<file path="src/rtl/ram_b_pkg.sv">
// Shared types and sizing for the RAM_B writer/loader.
package ram_b_pkg;

  localparam int RAM_B_ADDR_W   = 6;
  localparam int RAM_B_DATA_W   = 32;
  localparam int RAM_B_DEPTH    = 64;
  localparam int BYTES_PER_WORD = 4;

  typedef enum logic [2:0] {
    IDLE,
    COLLECT,
    WRITE,
    VERIFY,
    DONE
  } ram_b_state_e;

endpackage

</file>
<file path="src/rtl/ram_b_loader_byte_packer.sv">
// Packs a stream of bytes into one RAM_B word, first byte in the least significant lane.
module byte_packer
  import ram_b_pkg::*;
(
  input  logic                    clk,
  input  logic                    rst,
  input  logic                    take,
  input  logic                    clear,
  input  logic [7:0]              data,
  output logic [RAM_B_DATA_W-1:0] word,
  output logic                    word_full
);

  logic [1:0] cnt;

  // High on the take that completes the word; the loader uses it to leave COLLECT.
  assign word_full = take && (cnt == 2'(BYTES_PER_WORD - 1));

  // Byte lane counter and lane insert; the counter wraps to 0 after the last lane.
  always_ff @(posedge clk) begin
    if (rst || clear) begin
      cnt  <= '0;
      word <= '0;
    end else if (take) begin
      cnt               <= cnt + 2'd1;
      word[8*cnt +: 8]  <= data;
    end
  end

endmodule

</file>
<file path="src/rtl/ram_b_loader.sv">
// Writer-side master for RAM_B port A: loads WORDS packed words, reads them back
// and flags a checksum mismatch to the boot sequencer.
//
// state   | meaning
// --------+-----------------------------------------------------------
// IDLE    | waiting for start after reset
// COLLECT | accepting bytes into the packer (byte_ready=1)
// WRITE   | single cycle with wea=1, checksum accumulates dina
// VERIFY  | reading addresses 0..WORDS-1 back, plus one drain cycle
// DONE    | done=1, err valid; start begins a new run
module ram_b_loader
  import ram_b_pkg::*;
#(
  parameter int WORDS  = RAM_B_DEPTH,
  parameter int ADDR_W = RAM_B_ADDR_W,
  parameter int DATA_W = RAM_B_DATA_W
) (
  input  logic              clka,
  input  logic              rsta,
  input  logic              start,
  input  logic [7:0]        byte_in,
  input  logic              byte_valid,
  output logic              byte_ready,
  output logic              wea,
  output logic [ADDR_W-1:0] addra,
  output logic [DATA_W-1:0] dina,
  input  logic [DATA_W-1:0] douta,
  output logic              busy,
  output logic              done,
  output logic              err,
  output logic [DATA_W-1:0] sum
);

  localparam logic [ADDR_W-1:0] LAST_ADDR = ADDR_W'(WORDS - 1);

  ram_b_state_e      state;
  logic              take;
  logic              word_full;
  logic              pk_clear;
  logic              rd_valid;
  logic              last_issued;
  logic [DATA_W-1:0] rb_sum;
  logic [DATA_W-1:0] rb_next;

  assign take     = byte_valid && byte_ready;
  assign pk_clear = (((state == IDLE) || (state == DONE)) && start)
                 || ((state == WRITE) && (addra != LAST_ADDR));
  // Read data arrives one cycle after its address, so only words flagged by rd_valid count.
  assign rb_next  = rb_sum + (rd_valid ? douta : '0);

  byte_packer u_packer (
    .clk       (clka),
    .rst       (rsta),
    .take      (take),
    .clear     (pk_clear),
    .data      (byte_in),
    .word      (dina),
    .word_full (word_full)
  );

  // Sequencer: collect/write per word, then read-back verify and report.
  always_ff @(posedge clka) begin
    if (rsta) begin
      state       <= IDLE;
      byte_ready  <= 1'b0;
      wea         <= 1'b0;
      busy        <= 1'b0;
      done        <= 1'b0;
      err         <= 1'b0;
      addra       <= '0;
      sum         <= '0;
      rb_sum      <= '0;
      rd_valid    <= 1'b0;
      last_issued <= 1'b0;
    end else begin
      rd_valid <= 1'b0;
      case (state)
        IDLE, DONE: begin
          if (start) begin
            state       <= COLLECT;
            addra       <= '0;
            sum         <= '0;
            rb_sum      <= '0;
            done        <= 1'b0;
            err         <= 1'b0;
            busy        <= 1'b1;
            byte_ready  <= 1'b1;
            last_issued <= 1'b0;
          end
        end
        COLLECT: begin
          if (take && word_full) begin
            state      <= WRITE;
            byte_ready <= 1'b0;
            wea        <= 1'b1;
          end
        end
        WRITE: begin
          wea <= 1'b0;
          sum <= sum + dina;
          if (addra == LAST_ADDR) begin
            state <= VERIFY;
            addra <= '0;
          end else begin
            state      <= COLLECT;
            addra      <= addra + 1'b1;
            byte_ready <= 1'b1;
          end
        end
        VERIFY: begin
          rb_sum <= rb_next;
          if (last_issued) begin
            // Drain cycle: the last word is in douta now, so the final compare uses rb_next.
            state <= DONE;
            busy  <= 1'b0;
            done  <= 1'b1;
            err   <= (rb_next != sum);
          end else begin
            rd_valid <= 1'b1;
            if (addra == LAST_ADDR) begin
              last_issued <= 1'b1;
            end else begin
              addra <= addra + 1'b1;
            end
          end
        end
        default: state <= IDLE;
      endcase
    end
  end

endmodule
</file>
<file path="config.mk">
export PLATFORM = sky130hd
export DESIGN_NAME = ram_b_loader
export DESIGN_NICKNAME = d
export VERILOG_FILES = /design/src/rtl/ram_b_pkg.sv /design/src/rtl/ram_b_loader_byte_packer.sv /design/src/rtl/ram_b_loader.sv
export SDC_FILE = /design/constraint.sdc
export NUM_CORES = 1
export LEC_CHECK = 0
export BUFFER_PORTS_ARGS = -buffer_cell sky130_fd_sc_hd__buf_2
export CORE_MARGIN = 2
export CORE_UTILIZATION = 64
export CTS_CLUSTER_SIZE = 28
export DETAILED_ROUTE_END_ITERATION = 16
export PLACE_DENSITY_LB_ADDON = 0.12
export REMOVE_ABC_BUFFERS = 1
export SETUP_SLACK_MARGIN = 0.3
export SYNTH_ARGS = -nofsm -noshare
export SYNTH_HDL_FRONTEND = slang
export SYNTH_SLANG_ARGS = --single-unit
</file>
<file path="constraint.sdc">
create_clock -name clka -period 11.1 [get_ports clka]
set_input_delay 0 -clock clka [delete_from_list [all_inputs] [get_ports clka]]
set_output_delay 0 -clock clka [all_outputs]
set_load 0.01 [all_outputs]
</file>
## Word-level counts from Yosys, hierarchy flattened

Index checks and enable logic that the tools add are counted.

- Input port bits: 44
- Output and inout port bits: 75
- Flip-flop bits (word level): 114
- Word-level logic and storage cells: 90

- Bitwise gates (word level): 1
- Multiplexer cells: 32
- Shift-type cells: 2
- Reductions and logical operators: 23
- Add/subtract/negate cells: 5
- Eq/ne operators: 14

Operator list:

| cell | count |
|---|---|
| $pmux W32 S2 | 2 |
| $add A32 B32 Y32 | 2 |
| $mux W32 | 2 |
| $neg A5 Y34 | 1 |
| $shift A8 B34 Y32 const A | 1 |
| $shiftx A8 B34 Y32 | 1 |
| $bwmux W32 | 1 |
| $ne A32 B32 Y1 | 1 |
| $mux W6 | 4 |
| $pmux W6 S3 | 1 |
| $ne A2 B2 Y1 const B | 6 |
| $pmux W3 S4 | 1 |
| $mux W1 | 11 |
| $pmux W1 S2 | 5 |
| $mux W3 | 3 |
| $reduce_and A4 Y1 | 2 |
| $add A6 B1 Y6 const B | 1 |
| $eq A3 B2 Y1 const B | 2 |
| $eq A6 B6 Y1 const B | 1 |
| $ne A6 B6 Y1 const B | 1 |
| $reduce_and A2 Y1 | 3 |
| $reduce_and A3 Y1 | 2 |
| $reduce_bool A2 Y1 | 3 |
| $reduce_bool A3 Y1 | 2 |
| 11 further kinds | 18 |

## Depth between registers and ports, before layout

Gate-level depths: netlist of the first run.

- Depth in word-level cells: 5
- Gate-level depth with buffers: 16
- Depth with buffers taken out: 14

## Hierarchy

A second synthesis of the first run with hierarchy kept.

- Cell total of the unflattened synthesis: 1040
- Area, all modules: 8460.6 µm²

By module, submodules not included:

| module | cells each | area each (µm²) | instances | sequential area each (µm²) |
|---|---|---|---|---|
| ram_b_loader | 891 | 7068.0 | 1 | 1601.5 |
| byte_packer | 149 | 1392.6 | 1 | 680.7 |

## Worst setup path after synthesis of the first run

OpenSTA, ideal clock, no wires.

- Kind: reg-to-reg
- Start point: register rd_valid
- End point: register err
- Slack: 7533 ps
- Buffers on the path: 1
- Period minus slack after synthesis: 3567 ps
- Stages on the path, launching flop included: 16
- Arrival: 3449 ps
- Library setup time: 118 ps
- Cell sequence: dfxtp_1 > clkbuf_1 > and2_1 > ha_1 > inv_1 > fa_1 > xnor2_1 > a2111o_1 > a2111oi_0 > nand4_1 > a221o_1 > nor4_2 > nand4_1 > nor4_1 > and4_1 > a21oi_1

- Longest elaborated chain between the ends: 5

Ends and longest elaborated chain:

| what | RTL line | RTL |
|---|---|---|
| start: declaration | ram_b_loader.sv:40 | `logic rd_valid;` |
| start signal: assignment | ram_b_loader.sv:73 | `rd_valid <= 1'b0;` |
| start signal: assignment | ram_b_loader.sv:76 | `rd_valid <= 1'b0;` |
| start signal: assignment | ram_b_loader.sv:119 | `rd_valid <= 1'b1;` |
| $mux W32 | ram_b_loader.sv:49 | `assign rb_next = rb_sum + (rd_valid ? douta : '0);` |
| $add A32 B32 Y32 | ram_b_loader.sv:49 |  |
| $ne A32 B32 Y1 | ram_b_loader.sv:117 | `err <= (rb_next != sum);` |
| $mux W1 | ram_b_loader.sv:112 | `if (last_issued) begin` |
| $pmux W1 S2 | ram_b_loader.sv:77 | `case (state)` |
| end signal: assignment | ram_b_loader.sv:117 |  |
| end: declaration | ram_b_loader.sv:30 | `output logic err,` |

No other way between the ends. The select of a mux whose other input is x is not followed.
A chain may end at the register's enable or synchronous reset.

## Worst setup path after layout of the first run

Same ends and word-level chain as after synthesis.

==> impl_metrics.ini, run 1 <==
[status]
status = finished, final reports clean

[place]
dp_hpwl_mm = 18.6
place_congestion = 0.953
io_buffers = 118
pre_cts_slack_ns = 6.60

[timing]
relSlewSlack_pct = 23.8
setup_tns_ns = 0
final-hold-violation-count = 0
tightest_slew_ns = 1.14
setup_ws_ns = 6.52
rsz0062_at_grt = false
finalClockSkew_ns = 0.0102
setup_viol = 0
slew_violations = 0
max_freq_ghz = 0.218
fin_crit_sh_pct = 41.3
period_minus_slack_ns = 4.58

[global_routing]
grt_first_pass_wirelength_mm = 40.6
grt_util_all_layers_pct = 35.1
antenna_found_initial = 0
grt_max_degree = 39
gr-total-overflow = 0
first_global_vias = 8113

[routing]
drt_wl_total_mm = 25.7
drc = 0
drtPass1Iterations = 6
first_iter_violations = 844
vias = 8940
routedWlPerCell_um = 18.5
viasPerCell = 6.43
antenna_left = 0

[synth]
syn_avg_cell_area_um2 = 7.88
ys.warnings.count = 0
synth-edff-count = 0
synthArstFlopShare_pct = 0
synth-seq-area-share_pct = 26.0
netlist_instances = 1115
synth_ff_type = dfxtp_1
synth_area_mm2 = 0.00879
synth.ff_latch_count = 114
ys_types = 84

[run]
drv_cap = 0

[clock_network]
cts_sinks = 114
clockBufferDepth = 2
cts_setup_buffers = 0
clk_latency_ns = 0.43
clockRootBuffer = clkbuf_16
cts_resized = 0
cts_made_buffers = 17
tritoncts = done
cts_hold_buf = 10
clkTransAtPathRegs_ns = 0.06
cts-htree-levels = 4

[pwr]
p_leak_nw = 4.49
peakVddDrop_v = 0.000123
power.density_mw_per_mm2 = 102

[floorplan]
die_w_um = 121
die_area_mm2 = 0.0147
io_pins = 119
rows = 42
die_y_um = 121
core_region_area_mm2 = 0.0133
start_util_pct = 65.9

[critical_path]
startpoint_type = flop
path_cells = and2_1 > ha_1 > inv_1 > fa_1 > xnor2_1 > a2111o_1 > a2111oi_0 > nand4_1 > a221o_1 > nor4_2 > nand4_1 > nor4_1 > and4_1 > a21oi_1
slowest_delay_ns = 0.94
arrival_ns = 4.90
path_class = flop to flop
required_ns = 11.41
timing.critical_path.to_type = flop
crit_top_cell = nand4_1
crit_fanout = 32
critPathSlowestCell = dfxtp_1
r2r_setup_slack_ns = 6.52

[cells_and_area]
final_cell_mix = 140 x nor2_1, 118 x buf_2, 114 x dfxtp_1
final_util_pct = 75.6
area_growth_pct = 14.8
fillCellCount = 1051
layout-drive-gt1-share_pct = 15.1
final_common_cell = nor2_1
layout.nets = 1318
n_antenna_cell = 0

[worst_hold_path]
hp-class = input port to flop
==> synthesized netlist by cell type, types with 4 or more instances <==
| master | number | share of area, % |
|---|---|---|
| nor2_1 | 142 | 6.1 |
| dfxtp_1 | 114 | 26 |
| nand2_1 | 76 | 3.2 |
| a21oi_1 | 75 | 4.3 |
| a22oi_1 | 73 | 6.2 |
| ha_1 | 68 | 9.7 |
| o21ai_0 | 58 | 3.3 |
| clkbuf_1 | 47 | 2.0 |
| xnor2_1 | 40 | 4.0 |
| and2_1 | 37 | 2.6 |
| inv_1 | 34 | 1.5 |
| nor3_1 | 30 | 1.7 |
| xor2_1 | 30 | 3.0 |
| nand3_1 | 26 | 1.5 |
| a21o_1 | 19 | 1.6 |
| buf_2 | 15 | 0.85 |
| nand4_1 | 15 | 1.1 |
| nand2b_1 | 14 | 1.0 |
| nor2b_1 | 13 | 0.93 |
| o21a_1 | 11 | 0.94 |
| or3_1 | 10 | 0.71 |
| a31oi_1 | 9 | 0.64 |
| a211oi_1 | 8 | 0.68 |
| nand3b_1 | 8 | 0.68 |
| and3_1 | 7 | 0.50 |
| nor4_1 | 7 | 0.50 |
| o21ai_1 | 7 | 0.40 |
| nor4b_1 | 6 | 0.60 |
| a2111oi_0 | 5 | 0.50 |
| a311oi_1 | 5 | 0.50 |
| o211ai_1 | 5 | 0.43 |
| o21bai_1 | 5 | 0.43 |
| or2_2 | 5 | 0.36 |
| xnor3_1 | 5 | 1.3 |
| mux2i_1 | 4 | 0.46 |
| nand4b_1 | 4 | 0.40 |
| xor3_1 | 4 | 1.1 |
==> per-stage QoR <==
| stage | hold WS (ns) | power (W) | area, um2 | instances |
|---|---|---|---|---|
| 2_1_floorplan | 0.0691 | 0.000440 | 8510 | 1050 |
| 3_3_place_gp | 0.324 | 0.000462 | 9390 | 1351 |
| 3_5_place_dp | 0.330 | 0.000463 | 9390 | 1351 |
| 4_1_cts | 0.0579 | 0.00102 | 10100 | 1391 |
| 5_1_grt | 0.0788 | 0.00105 | 10100 | 1391 |
| 6_report | 0.0534 | 0.00103 | 10100 | 1391 |
==> layer usage <==
metal  up-vias  part of all wire [%]  track usage [%]
met1      4228                    43             45.4
li1       4245                     -                -
met3        65                   7.4             8.18
met4         0                   2.5             12.4
met5         -                     0                0
met2       402                    48             57.4
==> power by group <==
part           switching (W)  leakage (nW)  total (W)  internal, W
clock network       0.000201         0.287   0.000568     0.000367
logic              0.0000275          3.28  0.0000429    0.0000154
registers         0.00000372         0.919   0.000416     0.000412
total               0.000232          4.49    0.00103     0.000794
==> critical path: cells and delay by family, from the launching register on <==
family | cells | cell delay [ns]
and+or+nand+nor | 6 | 1.49
xor gates and xnor gates | 1 | 0.15
buffers and inverters | 1 | 0.07
adders and majority gates | 2 | 0.66
DFF | 1 | 0.94
AOI/OAI and AO/OA | 4 | 1.14
==> path summary, 6_finish.rpt <==
| kind | end | cells after the start | from |
|---|---|---|---|
| max | err | 14 | rd_valid |
| min | rb_sum[5] | 3 | rsta |
| max reg2reg | err | 14 | rd_valid |
| min reg2reg | rb_sum[7] | 2 | rb_sum[7] |
==> flip-flops by register name, indices dropped and copies added, names as in the netlist <==
signal	cells
rb_sum	32
sum	32
u_packer.word	32
addra	6
state	3
u_packer.cnt	2
busy	1
byte_ready	1
done	1
err	1
last_issued	1
rd_valid	1
wea	1
==> final cells by class <==
type,instances,area (um2),area share (%)
well taps,176,220,2.18
inverters,34,128,1.26
flip-flops and latches,114,2280,22.6
clock buffers,21,470,4.66
repair buffers,135,743,7.36
clock inverters,9,131,1.30
multi-input cells,902,6120,60.6
==> logic make-up (layout without fill, tap and decap cells) <==
| group | after synthesis | after routing | synth area share (%) |
|---|---|---|---|
| DFF | 114 | 114 | 26.0 |
| and+or+nand+nor | 413 | 413 | 23.2 |
| adders and majority gates | 70 | 70 | 10.1 |
| xor gates and xnor gates | 79 | 79 | 9.34 |
| buffers and inverters | 99 | 199 | 4.61 |
| muxes | 5 | 5 | 0.584 |
| AOI/OAI and AO/OA | 335 | 335 | 26.2 |
(Power assumes the default switching activity.)
==> inputs of run 2 (changes only) <==
--- a/config.mk
+++ b/config.mk
@@ -7,7 +7,7 @@
 export LEC_CHECK = 0
 export BUFFER_PORTS_ARGS = -buffer_cell sky130_fd_sc_hd__buf_2
 export CORE_MARGIN = 2
-export CORE_UTILIZATION = 64
+export CORE_UTILIZATION = 59
 export CTS_CLUSTER_SIZE = 28
 export DETAILED_ROUTE_END_ITERATION = 16
 export PLACE_DENSITY_LB_ADDON = 0.12
==> constraint.sdc (replaced) <==
create_clock -name clka -period 4.4 [get_ports clka]
set_input_delay 0 -clock clka [delete_from_list [all_inputs] [get_ports clka]]
set_output_delay 0 -clock clka [all_outputs]
set_load 0.01 [all_outputs]
==> impl_metrics.ini, run 2 (same netlist as run 1, synthesis figures left out) <==
[critical_path]
crit_fanout = 3
path_cells = and2_1 > ha_1 > inv_1 > fa_1 > xnor2_1 > a2111o_1 > a2111oi_0 > nand4_1 > a221o_1 > nor4_2 > nand4_1 > nor4_1 > and4_1 > a21oi_1
slowest_delay_ns = 0.48
path_buf_inv = 1
timing.critical_path.to_type = flop
r2r_setup_slack_ns = 0.63
timing.rr.end = err
cpLargestDelayFamily = simple AND/OR/NAND/NOR gates
critPathSlowestCell = fa_1
required_ns = 4.71
r2r-start = rd_valid
arrival_ns = 4.09
crit_top_cell = nand4_1
reg2reg_depth = 14
startpoint_type = flop
path_class = flop to flop

[timing]
final-hold-violation-count = 0
fin_hold_ws_ns = 0.128
tightest_slew_ns = 1.40
fin_crit_sh_pct = 85.7
relSlewSlack_pct = 5.68
setup_ws_ns = 0.627
setup_tns_ns = 0
setup_viol = 0
max_freq_ghz = 0.265
rsz0062_at_grt = false
finalClockSkew_ns = 0.00713
period_minus_slack_ns = 3.77
slew_violations = 0

[clock_network]
tritoncts = done
cts_sinks = 114
cts_made_buffers = 17
cts_setup_buffers = 0
clockRootBuffer = clkbuf_16
clk_latency_ns = 0.42
cts-htree-levels = 4
clkTransAtPathRegs_ns = 0.06
cts_hold_buf = 10
cts_resized = 0
clockBufferDepth = 2

[cells_and_area]
multi_input_area_mm2 = 0.00611
final_cell_mix = 140 x nor2_1, 118 x buf_2, 114 x dfxtp_1
fillCellCount = 1248
n_antenna_cell = 0
area_growth_pct = 14.5
reg_top3 = rb_sum: 32 flops, sum: 32 flops, u_packer.word: 32 flops
seqCellArea_mm2 = 0.00228
layout-drive-gt1-share_pct = 15.2
layout.nets = 1319
final_common_cell = nor2_1

[pwr]
seqPwrFrac_pct = 42.0
p_switching_w = 0.000590
intPower_w = 0.00191
combinationalPowerShare_pct = 4.3
p_leak_nw = 4.47
power.density_mw_per_mm2 = 248
power_frac_clock_pct = 53.7
switching_share_pct = 23.6
peakVddDrop_v = 0.000357

[global_routing]
grt_first_pass_wirelength_mm = 41.2
first_global_vias = 8046
grt_util_all_layers_pct = 31.8
grt_max_degree = 38
gr-total-overflow = 0
antenna_found_initial = 0

[floorplan]
start_util_pct = 60.5
rows = 44
die_y_um = 126
die_w_um = 126
io_pins = 119
die_area_mm2 = 0.0159
core_region_area_mm2 = 0.0145

[status]
status = finished, final reports clean

[worst_hold_path]
min_from = rsta
hp-class = input port to flop
whs_path_depth = 2
holdPathEnd = rb_sum[31]

[run]
drv_cap = 0

[routing]
vias = 8809
viasPerCell = 6.28
antenna_left = 0
drt_wl_total_mm = 25.6
routedWlPerCell_um = 18.3
drtPass1Iterations = 6
first_iter_violations = 902
drc = 0

[place]
place_congestion = 0.953
pre_cts_slack_ns = 0.651
dp_hpwl_mm = 18.8
io_buffers = 118
## run 2: cell count changes in the layout (fill, tap and decap cells not counted), sizes merged
cell	delta
bufinv	-1
clkbuf	-1
clkinvlp	+2
buf	+1
inv	+2
## run 2: worst max-delay path by stage
stage	cells after the start	slack (ns)	from	end
floorplan	14	0.74	rd_valid	err
global placement	14	0.77	rd_valid	err
detailed placement	14	0.65	rd_valid	err
finish	14	0.63	rd_valid	err
CTS	14	0.62	rd_valid	err
global route	13	0.32	rd_valid	err
## run 2: worst register-to-register path: stages, from the launching register on
cell and delay [ns]:
dfxtp_1 0.34, and2_1 0.13, ha_1 0.18, inv_1 0.06, fa_1 0.48, xnor2_1 0.15
a2111o_1 0.38, a2111oi_0 0.39, nand4_1 0.15, a221o_1 0.29, nor4_2 0.30, nand4_1 0.15
nor4_1 0.34, and4_1 0.25, a21oi_1 0.06
## run 2: cell type report
| type | count | share of cell area, % |
|---|---|---|
| flip-flops and latches | 114 | 22.7 |
| well taps | 184 | 2.29 |
| clock inverters | 12 | 1.33 |
| clock buffers | 20 | 4.34 |
| multi-input cells | 902 | 60.7 |
| inverters | 34 | 1.27 |
| repair buffers | 136 | 7.46 |
## run 2: through the flow
step	instance area (um2)	power, W	cells	util [%]
global route	10100	0.00256	1402	69.3
finish	10100	0.00250	1402	69.3
global placement	9400	0.00117	1360	64.7
detailed placement	9400	0.00117	1360	64.7
floorplan	8510	0.00111	1050	-
CTS	10100	0.00251	1402	69.3
## run 2: power by group through the flow
stage / sequential (W) / clock, W / combinational [W]
2_1_floorplan: 0.00107 / 0 / 0.0000395
3_3_place_gp: 0.00107 / 0 / 0.0000989
3_5_place_dp: 0.00107 / 0 / 0.0000997
4_1_cts: 0.00105 / 0.00135 / 0.000107
5_1_grt: 0.00105 / 0.00139 / 0.000117
6_report: 0.00105 / 0.00134 / 0.000108
## run 2: layer usage
| layer | share of wire [%] | track usage [%] | vias up |
|---|---|---|---|
| met5 | 0 | 0 | - |
| met4 | 3.1 | 12.3 | 0 |
| met3 | 7.4 | 5.90 | 46 |
| met2 | 44 | 48.9 | 393 |
| met1 | 45 | 44.3 | 4095 |
| li1 | - | - | 4275 |
